[config.mk]
export PLATFORM = sky130hd
export DESIGN_NAME = apb_master_arb_flat
export DESIGN_NICKNAME = d
export VERILOG_FILES = /design/src/rtl/apb_master_arb_pkg.sv /design/src/rtl/apb_master_arb_if.sv /design/src/rtl/apb_master_arb_rr_arb2.sv /design/src/rtl/apb_master_arb.sv /design/src/flat_wrapper.sv
export SDC_FILE = /design/constraint.sdc
export NUM_CORES = 1
export LEC_CHECK = 0
export BUFFER_PORTS_ARGS = -buffer_cell sky130_fd_sc_hd__buf_2
export CAP_MARGIN = 20
export CORE_ASPECT_RATIO = 0.7
export CORE_MARGIN = 2
export CORE_UTILIZATION = 43
export CTS_CLUSTER_SIZE = 28
export DETAILED_ROUTE_END_ITERATION = 12
export PLACE_DENSITY = 0.88
export SETUP_SLACK_MARGIN = 0.1
export SYNTH_ARGS = -nofsm -noshare
export SYNTH_HDL_FRONTEND = slang
export SYNTH_SLANG_ARGS = --single-unit
[constraint.sdc]
create_clock -name pclk -period 2.25 [get_ports pclk]
set_input_delay 0.45 -clock pclk [delete_from_list [all_inputs] [get_ports pclk]]
set_output_delay 0.45 -clock pclk [all_outputs]
set_load 0.01 [all_outputs]
[src/rtl/apb_master_arb_pkg.sv]
// Shared types and constants for the two-requester APB master.
package apb_master_arb_pkg;

    localparam int STB_W = 4;

    typedef enum logic [1:0] {
        IDLE,
        SETUP,
        ACCESS,
        DONE
    } state_e;

endpackage

[src/rtl/apb_master_arb_if.sv]
// APB request/response bundle between the master and the address decoder.
interface apb_master_arb_if #(
    parameter int ADDR_WIDTH = 32,
    parameter int DATA_WIDTH = 32
);
    logic [ADDR_WIDTH-1:0]                     paddr;
    logic [DATA_WIDTH-1:0]                     pdata;
    logic                                      pwrite;
    logic [apb_master_arb_pkg::STB_W-1:0]      pstb;
    logic                                      psel;
    logic                                      penable;
    logic [DATA_WIDTH-1:0]                     prdata;
    logic                                      pready;
    logic                                      perr;

    modport master (
        output paddr, pdata, pwrite, pstb, psel, penable,
        input  prdata, pready, perr
    );

    modport slave (
        input  paddr, pdata, pwrite, pstb, psel, penable,
        output prdata, pready, perr
    );
endinterface

[src/rtl/apb_master_arb_rr_arb2.sv]
// Two-way round-robin pick: a sole requester wins, a tie goes to the one not granted last.
module apb_rr_arb2 (
    input  logic [1:0] req,
    input  logic       last_grant,
    output logic       grant,
    output logic       valid
);
    // NOTE: every output gets a default before the case so no path leaves it unassigned (no latch).
    always_comb begin
        grant = 1'b0;
        valid = |req;
        unique case (req)
            2'b10:   grant = 1'b1;
            2'b11:   grant = ~last_grant;
            default: grant = 1'b0;
        endcase
    end
endmodule

[src/rtl/apb_master_arb.sv]
// Shares one APB bus between instruction fetch (m0) and load/store (m1) with round-robin
// arbitration, SETUP/ACCESS sequencing, registered completion and a hung-slave timeout.
module apb_master_arb
    import apb_master_arb_pkg::*;
#(
    parameter int ADDR_WIDTH = 32,
    parameter int DATA_WIDTH = 32,
    parameter int TIMEOUT    = 16
) (
    input  logic                  pclk,
    input  logic                  presetn,

    input  logic                  m0_req,
    input  logic [ADDR_WIDTH-1:0] m0_addr,
    input  logic [DATA_WIDTH-1:0] m0_wdata,
    input  logic                  m0_write,
    input  logic [STB_W-1:0]      m0_stb,
    output logic                  m0_done,
    output logic                  m0_err,

    input  logic                  m1_req,
    input  logic [ADDR_WIDTH-1:0] m1_addr,
    input  logic [DATA_WIDTH-1:0] m1_wdata,
    input  logic                  m1_write,
    input  logic [STB_W-1:0]      m1_stb,
    output logic                  m1_done,
    output logic                  m1_err,

    output logic [DATA_WIDTH-1:0] rdata,

    apb_master_arb_if.master      apb
);

    // Width 1 when the timeout is disabled keeps the counter declaration legal.
    localparam int                  TIMER_W    = (TIMEOUT > 0) ? $clog2(TIMEOUT + 1) : 1;
    localparam logic [TIMER_W-1:0]  TIMER_LAST = TIMER_W'((TIMEOUT > 0) ? TIMEOUT - 1 : 0);
    localparam logic [TIMER_W-1:0]  TIMER_MAX  = '1;

    state_e                 state_q;
    logic                   last_grant_q;
    logic                   gnt_q;
    logic [ADDR_WIDTH-1:0]  paddr_q;
    logic [DATA_WIDTH-1:0]  pdata_q;
    logic                   pwrite_q;
    logic [STB_W-1:0]       pstb_q;
    logic                   psel_q;
    logic                   penable_q;
    logic [TIMER_W-1:0]     timer_q;
    logic [DATA_WIDTH-1:0]  rdata_q;
    logic                   m0_done_q, m1_done_q, m0_err_q, m1_err_q;

    logic                   arb_grant;
    logic                   arb_valid;
    logic                   timeout_hit;
    logic                   acc_err;

    apb_rr_arb2 u_arb (
        .req        ({m1_req, m0_req}),
        .last_grant (last_grant_q),
        .grant      (arb_grant),
        .valid      (arb_valid)
    );

    assign timeout_hit = (TIMEOUT != 0) && !apb.pready && (timer_q == TIMER_LAST);
    assign acc_err     = apb.pready ? apb.perr : 1'b1;

    // NOTE: state registers use non-blocking assignments so every register sees pre-edge values.
    always_ff @(posedge pclk) begin
        if (!presetn) begin
            state_q      <= IDLE;
            last_grant_q <= 1'b1;
            gnt_q        <= 1'b0;
            paddr_q      <= '0;
            pdata_q      <= '0;
            pwrite_q     <= 1'b0;
            pstb_q       <= '0;
            psel_q       <= 1'b0;
            penable_q    <= 1'b0;
            timer_q      <= '0;
            rdata_q      <= '0;
            m0_done_q    <= 1'b0;
            m1_done_q    <= 1'b0;
            m0_err_q     <= 1'b0;
            m1_err_q     <= 1'b0;
        end else begin
            unique case (state_q)
                IDLE: begin
                    if (arb_valid) begin
                        gnt_q        <= arb_grant;
                        last_grant_q <= arb_grant;
                        paddr_q      <= arb_grant ? m1_addr  : m0_addr;
                        pdata_q      <= arb_grant ? m1_wdata : m0_wdata;
                        pwrite_q     <= arb_grant ? m1_write : m0_write;
                        // Strobes only mean something on writes.
                        if (arb_grant ? m1_write : m0_write)
                            pstb_q <= arb_grant ? m1_stb : m0_stb;
                        else
                            pstb_q <= '0;
                        psel_q       <= 1'b1;
                        state_q      <= SETUP;
                    end
                end
                SETUP: begin
                    penable_q <= 1'b1;
                    timer_q   <= '0;
                    state_q   <= ACCESS;
                end
                ACCESS: begin
                    if (timer_q != TIMER_MAX)
                        timer_q <= timer_q + 1'b1;
                    if (apb.pready || timeout_hit) begin
                        rdata_q   <= (apb.pready && !pwrite_q) ? apb.prdata : '0;
                        psel_q    <= 1'b0;
                        penable_q <= 1'b0;
                        m0_done_q <= ~gnt_q;
                        m1_done_q <= gnt_q;
                        m0_err_q  <= ~gnt_q & acc_err;
                        m1_err_q  <= gnt_q & acc_err;
                        state_q   <= DONE;
                    end
                end
                DONE: begin
                    m0_done_q <= 1'b0;
                    m1_done_q <= 1'b0;
                    m0_err_q  <= 1'b0;
                    m1_err_q  <= 1'b0;
                    state_q   <= IDLE;
                end
                default: state_q <= IDLE;
            endcase
        end
    end

    assign apb.paddr   = paddr_q;
    assign apb.pdata   = pdata_q;
    assign apb.pwrite  = pwrite_q;
    assign apb.pstb    = pstb_q;
    assign apb.psel    = psel_q;
    assign apb.penable = penable_q;

    assign rdata   = rdata_q;
    assign m0_done = m0_done_q;
    assign m1_done = m1_done_q;
    assign m0_err  = m0_err_q;
    assign m1_err  = m1_err_q;

endmodule

[src/flat_wrapper.sv]
// flat-port wrapper written by rule: the top's interface ports become plain ports
module apb_master_arb_flat import apb_master_arb_pkg::*;
#(
    parameter int ADDR_WIDTH = 32,
    parameter int DATA_WIDTH = 32,
    parameter int TIMEOUT    = 16
)
  (pclk, presetn, m0_req, m0_addr, m0_wdata, m0_write, m0_stb, m0_done, m0_err, m1_req, m1_addr, m1_wdata, m1_write, m1_stb, m1_done, m1_err, rdata, apb_paddr, apb_pdata, apb_pwrite, apb_pstb, apb_psel, apb_penable, apb_prdata, apb_pready, apb_perr);
  apb_master_arb_if #(.ADDR_WIDTH(ADDR_WIDTH), .DATA_WIDTH(DATA_WIDTH)) apb_i ();
  input  logic pclk;
  input  logic presetn;
  input  logic m0_req;
  input  logic [ADDR_WIDTH-1:0] m0_addr;
  input  logic [DATA_WIDTH-1:0] m0_wdata;
  input  logic m0_write;
  input  logic [STB_W-1:0] m0_stb;
  output logic m0_done;
  output logic m0_err;
  input  logic m1_req;
  input  logic [ADDR_WIDTH-1:0] m1_addr;
  input  logic [DATA_WIDTH-1:0] m1_wdata;
  input  logic m1_write;
  input  logic [STB_W-1:0] m1_stb;
  output logic m1_done;
  output logic m1_err;
  output logic [DATA_WIDTH-1:0] rdata;
  output wire logic [$bits(apb_i.paddr)-1:0] apb_paddr;
  output wire logic [$bits(apb_i.pdata)-1:0] apb_pdata;
  output wire logic [$bits(apb_i.pwrite)-1:0] apb_pwrite;
  output wire logic [$bits(apb_i.pstb)-1:0] apb_pstb;
  output wire logic [$bits(apb_i.psel)-1:0] apb_psel;
  output wire logic [$bits(apb_i.penable)-1:0] apb_penable;
  input wire logic [$bits(apb_i.prdata)-1:0] apb_prdata;
  input wire logic [$bits(apb_i.pready)-1:0] apb_pready;
  input wire logic [$bits(apb_i.perr)-1:0] apb_perr;
  assign apb_paddr = apb_i.paddr;
  assign apb_pdata = apb_i.pdata;
  assign apb_pwrite = apb_i.pwrite;
  assign apb_pstb = apb_i.pstb;
  assign apb_psel = apb_i.psel;
  assign apb_penable = apb_i.penable;
  assign apb_i.prdata = apb_prdata;
  assign apb_i.pready = apb_pready;
  assign apb_i.perr = apb_perr;
  apb_master_arb #(.ADDR_WIDTH(ADDR_WIDTH), .DATA_WIDTH(DATA_WIDTH), .TIMEOUT(TIMEOUT)) u_core (.pclk(pclk), .presetn(presetn), .m0_req(m0_req), .m0_addr(m0_addr), .m0_wdata(m0_wdata), .m0_write(m0_write), .m0_stb(m0_stb), .m0_done(m0_done), .m0_err(m0_err), .m1_req(m1_req), .m1_addr(m1_addr), .m1_wdata(m1_wdata), .m1_write(m1_write), .m1_stb(m1_stb), .m1_done(m1_done), .m1_err(m1_err), .rdata(rdata), .apb(apb_i));
endmodule
# Yosys cells after proc, flatten, opt, wreduce, memory -nomap -nowiden
# Cells that the tools add are included.
[op_classes]
eq_ne = 10
n_reduce_logical = 17
bitwise_logic = 4
n_addsub = 1
muxes = 25
[op_table]
columns = ["op", "n"]
rows = [
  ["$mux 32", 3],
  ["$pmux 1 s2", 7],
  ["$reduce_and 2->1", 6],
  ["$pmux 5 s2", 1],
  ["$eq 2x2->1 const B", 4],
  ["$mux 1", 8],
  ["$mux 4", 2],
  ["$pmux 2 s4", 1],
  ["$ne 2x1->1 const B", 3],
  ["$reduce_bool 2->1", 3],
  ["$add 5x1->5 const B", 1],
  ["$eq 5x4->1 const B", 1],
  ["$mux 5", 1],
  ["$ne 5x5->1 const B", 1],
  ["$mux 2", 2],
  ["$reduce_and 3->1", 1],
  ["$and 1x1->1", 2],
  ["$eq 2x1->1 const B", 1],
  ["$logic_and 1x1->1", 2],
  ["$logic_not 1->1", 2],
  ["$logic_not 2->1", 1],
  ["$not 1->1", 2],
  ["$reduce_or 2->1", 1],
  ["$logic_or 1x1->1", 1],
]
[totals]
reg_bits = 116
output_inout_bits = 107

# Longest topological paths before layout
[logic_depth]
ltp_word = 5
ltp_mapped = 8

# Hierarchy
# Synthesis repeated with hierarchy kept, for this count alone.
[hier_totals]
cells_unflattened = 474
area_unflattened_um2 = 4932.2
[modules_own_cells]
columns = ["module", "seq_area_each_um2", "instances", "area_each_um2", "cells_each"]
rows = [
  ["apb_master_arb", 2322.2, 1, 4918.5, 472],
  ["apb_rr_arb2", 0.0, 1, 13.8, 2],
]

# Least setup slack after synthesis
# Ideal clock, no wire load.
[synth_timing]
kind = "reg-to-reg"
start = "register u_core.timer_q[0]"
end = "register u_core.state_q[1]"
path_stages_with_launch = 8
required_ns = 2.134
setup_slack_ns = 0.399
period_less_slack_ns = 1.851
setup_ns = 0.116
arrival_ns = 1.735
n_path_buf = 0
path_cell_list = "dfxtp_1 -> ha_1 -> and3_1 -> ha_1 -> or3b_2 -> nor2b_1 -> mux2i_1 -> nor2b_1"
[synth_between]
elab_chain_cells = 5
[synth_lines]
columns = ["element", "line", "text"]
rows = [
  ["from (decl)", "apb_master_arb.sv:48", "logic [TIMER_W-1:0] timer_q;"],
  ["from (signal assigned)", "apb_master_arb.sv:110", "timer_q <= timer_q + 1'b1;"],
  ["$eq 5x4->1", "apb_master_arb.sv:64", "assign timeout_hit = (TIMEOUT != 0) && !apb.pready && (timer_q == TIMER_LAST);"],
  ["$logic_and 1x1->1", "apb_master_arb.sv:64", ""],
  ["$logic_or 1x1->1", "apb_master_arb.sv:111", "if (apb.pready || timeout_hit) begin"],
  ["$ne 2x1->1 (no source line)", "--", ""],
  ["$reduce_and 2->1 (no source line)", "--", ""],
  ["to (signal assigned)", "apb_master_arb.sv:70", "state_q <= IDLE;"],
  ["to (signal assigned)", "apb_master_arb.sv:106", "state_q <= ACCESS;"],
  ["to (signal assigned)", "apb_master_arb.sv:119", "state_q <= DONE;"],
  ["to (decl)", "apb_master_arb.sv:39", "state_e state_q;"],
]
# Every way passes these cells.
# A chain may end at the register's enable or synchronous reset.

# Worst setup path in the final report
# Ends and elaborated chain as after synthesis.

==> flow_summary_export.csv <==
group,metric,value,unit
cts,clkTransAtPathRegs,0.06,ns
place,dpl_worst_slack,0.280,ns
power,p_int,0.00546,W
logic_synthesis,synth_largest_area_cell,"dfxtp_1",
grt,grt_max_degree,80,
grt,antenna_found_initial,0,
power,clkPwrFrac,0.359,
floorplanning,rows,31,
run,max-cap-violations,0,
power,p_leak,3.35,nW
grt,track_usage,0.221,
logic_synthesis,synth_cell_types,32,
critical_path,cp.depth,7,
power,p_sw,0.00251,W
cts,clock_path_buffers,2,
finish,num_antenna_cells,0,
detailed_routing,via_per_inst,5.14,
place,gp_congestion,0.803,
critical_path,r2r_end,"u_core.state_q[1]$_SDFFE_PN0P_",
critical_path,startpoint,"u_core.timer_q[0]$_SDFFE_PN0P_",
cts,cts_root_buffer,"clkbuf_16",
cts,cts_max_level,4,
timing,worst_slack,0.251,ns
timing,max_freq,500,MHz
timing,rsz0062_at_grt,"no",
cts,post-cts-setup-buffer-count,0,
detailed_routing,routed_wl,13.2,mm
critical_path,crit_path_end_kind,"register",
logic_synthesis,synth-seq-cells,116,
floorplanning,start_util,0.448,
logic_synthesis,synth.avg_cell_area,10.0,um2
finish,area_delta_synth_final,45.7,%
critical_path,cpPeakStageDelay,0.48,ns
critical_path,endpoint,"u_core.state_q[1]$_SDFFE_PN0P_",
timing,period_needed,2.00,ns
detailed_routing,vias,4540,
timing,finalCritPeriodShare,0.889,
critical_path,rrSetupSlack,0.25,ns
logic_synthesis,syn_nets,652,
finish,nets,922,
logic_synthesis,syn-instance-count,468,
cts,clk_latency,0.39,ns
logic_synthesis,syn_area,4690,um2
timing,final_hold_viol_count,0,
critical_path,critical-path-top-delay-family,"simple AND/OR/NAND/NOR gates",
timing,fin_hold_ws,0.265,ns
grt,grt_pass1_vias,4399,
timing,fin_skew,0.0102,ns
place,placed_area,6170,um2
place,dp_hpwl,9.83,mm
floorplanning,die_area,11800,um2
timing,tightest_slew,0.456,ns
floorplanning,die_h,91.4,um
cts,ctsResizeCount,0,
logic_synthesis,ys_seq_area_frac,0.495,
timing,relSlewSlack,0.696,
power,netSwitchingFraction,0.315,
finish,fill_cells,866,
cts,cts.sinks,116,
critical_path,setup.worst_path.start_class,"register",
power,power_density,1170,nW/um2
critical_path,worstPathCellList,"ha_1, and3_1, ha_1, or3b_2, nor2b_1, mux2i_1, nor2b_1",
detailed_routing,drt_iter0_drc,194,
detailed_routing,wl_per_cell,14.9,um
status,outcome,"complete, no violations",
critical_path,cp_max_fo,3,
floorplanning,core_area,10500,um2
detailed_routing,ant_nets,0,
critical_path,r2r_start,"u_core.timer_q[0]$_SDFFE_PN0P_",
timing,setup_viol,0,
critical_path,path_class,"register to register",
finish,drive_above_1_share,0.434,
logic_synthesis,synth_warnings,0,
critical_path,slowest_stage,"or3b_2",
cts,cts_tree,"done",
critical_path,cp_num_buf_inv,0,
grt,gr-total-overflow,0,
grt,grt_pass1_wl,20.7,mm
power,p_seq_frac,0.356,
cts,ctsHoldBuffers,0,
critical_path,reg2reg_depth,7,
logic_synthesis,synth.top_cells.by_area,"dfxtp_1 (50%), mux2i_1 (15%), o21ai_0 (7.7%)",
logic_synthesis,yosysTopAreaCellShare,0.495,
timing,final.setup.tns,0,ns
timing,slew_viol_final,0,
power,vdd_ir_drop_max,0.624,mV
worst_hold_path,min_path_type,"input port to register",
place,io_buffer_count,282,
cts,numCtsBuffers,17,
floorplanning,chipWidth,129,um
critical_path,cp.required,2.53,ns
finish,postLayoutCellArea,6840,um2
detailed_routing,drtPass1Iterations,4,
detailed_routing,drc_errors,0,
power,p_comb_frac,0.285,
critical_path,cp.arrival,2.28,ns
floorplanning,pin_count,283,
## worst register-to-register path, stage by stage, from the launching register on
cell,delay (ns)
dfxtp_1,0.33
ha_1,0.23
and3_1,0.22
ha_1,0.24
or3b_2,0.48
nor2b_1,0.17
mux2i_1,0.18
nor2b_1,0.06
## power groups by stage
stage                     Sequential, W  Combinational (W)  Clock [W]
after global placement          0.00285            0.00220          0
after floorplan                 0.00308            0.00113          0
after global routing            0.00289            0.00251    0.00302
final                           0.00284            0.00227    0.00286
after detailed placement        0.00286            0.00226          0
after CTS                       0.00283            0.00227    0.00292
## sequential cells by signal, indices dropped and copies added, names as in the netlist
| name | count |
|---|---|
| u_core.gnt_q | 1 |
| u_core.timer_q | 5 |
| u_core.rdata | 32 |
| u_core.last_grant_q | 1 |
| u_core.apb.pdata | 32 |
| u_core.apb.paddr | 32 |
| u_core.state_q | 2 |
| u_core.m0_done | 1 |
| u_core.apb.penable | 1 |
| u_core.apb.pstb | 4 |
| u_core.m0_err | 1 |
| u_core.m1_err | 1 |
| u_core.m1_done | 1 |
| u_core.apb.psel | 1 |
| u_core.apb.pwrite | 1 |
## layout make-up
cell class                      count  area (um2)  area share
Clock buffer                       20         467      0.0683
Clock inverter                     12         175      0.0256
Inverter                            6        22.5     0.00329
Multi-Input combinational cell    306        2150       0.315
Sequential cell                   116        2320       0.340
Tap cell                          132         165      0.0242
Timing Repair Buffer              291        1530       0.224
## synth_stat cells
master    number
a21boi_1       1
a21oi_1       71
a22o_1        32
a22oi_1        6
a32o_1         1
and2_1         1
and3_1         3
and4b_1        1
buf_12         1
buf_2         11
buf_4          6
buf_8          1
clkbuf_1      21
dfxtp_1      116
ha_1           8
inv_1          6
mux2i_1       71
nand2_1        2
nand2b_1       2
nand3_1        5
nand4b_1       1
nor2_1         4
nor2b_1       12
nor3_1         3
nor3b_1        2
o211ai_1       1
o21a_1         1
o21ai_0       72
o21ai_1        3
o21bai_1       1
o31ai_1        1
or3b_2         1
## per-layer routing
metal  vias to the layer above  GRT usage  share of wire
met2                       163      0.376           0.49
met4                         0     0.0725          0.013
met1                      2106      0.267           0.44
met5                         -          0              0
li1                       2254          -              -
met3                        17     0.0631          0.058
## cells by family (layout without fill, tap and decap cells)
family                   after synthesis  count (layout)  share of synthesized area
adder cells (fa/ha/maj)                8               8                     0.0213
AO/OA/AOI/OAI                        190             190                      0.235
AND/OR/NAND/NOR                       37              37                     0.0464
flip-flops                           116             116                      0.495
buffers and inverters                 46             329                     0.0504
multiplexers                          71              71                      0.152
## metrics by stage
step | util | power [W] | cells
final | 0.653 | 0.00797 | 883
after global routing | 0.653 | 0.00842 | 883
after detailed placement | 0.589 | 0.00512 | 850
after CTS | 0.650 | 0.00802 | 882
after global placement | 0.589 | 0.00504 | 850
after floorplan | - | 0.00420 | 468
## how the worst min path moves through the flow
stage                                                 end                             from  depth (start not counted)  slack [ns]
after floorplan           u_core.apb.pstb[0]$_SDFFE_PN0P_  u_core.apb.pstb[0]$_SDFFE_PN0P_                          2        0.50
after global placement    u_core.apb.pstb[1]$_SDFFE_PN0P_  u_core.apb.pstb[1]$_SDFFE_PN0P_                          2        0.45
after detailed placement    u_core.rdata[15]$_SDFFE_PN0P_    u_core.rdata[15]$_SDFFE_PN0P_                          1        0.46
after CTS                   u_core.rdata[20]$_SDFFE_PN0P_                   apb_prdata[20]                          2        0.24
after global routing        u_core.rdata[31]$_SDFFE_PN0P_                   apb_prdata[31]                          2        0.24
final                       u_core.rdata[29]$_SDFFE_PN0P_                   apb_prdata[29]                          2        0.27
## placed cells by master (no fill, tap or decap), types with 8 or more instances in the layout
cell type / n
a21oi_1: 71
a22o_1: 32
buf_2: 282
dfxtp_1: 116
clkbuf_16: 18
nor2b_1: 12
ha_1: 8
mux2i_1: 71
o21ai_0: 72
Note: power is estimated with default switching activity, not from simulation.
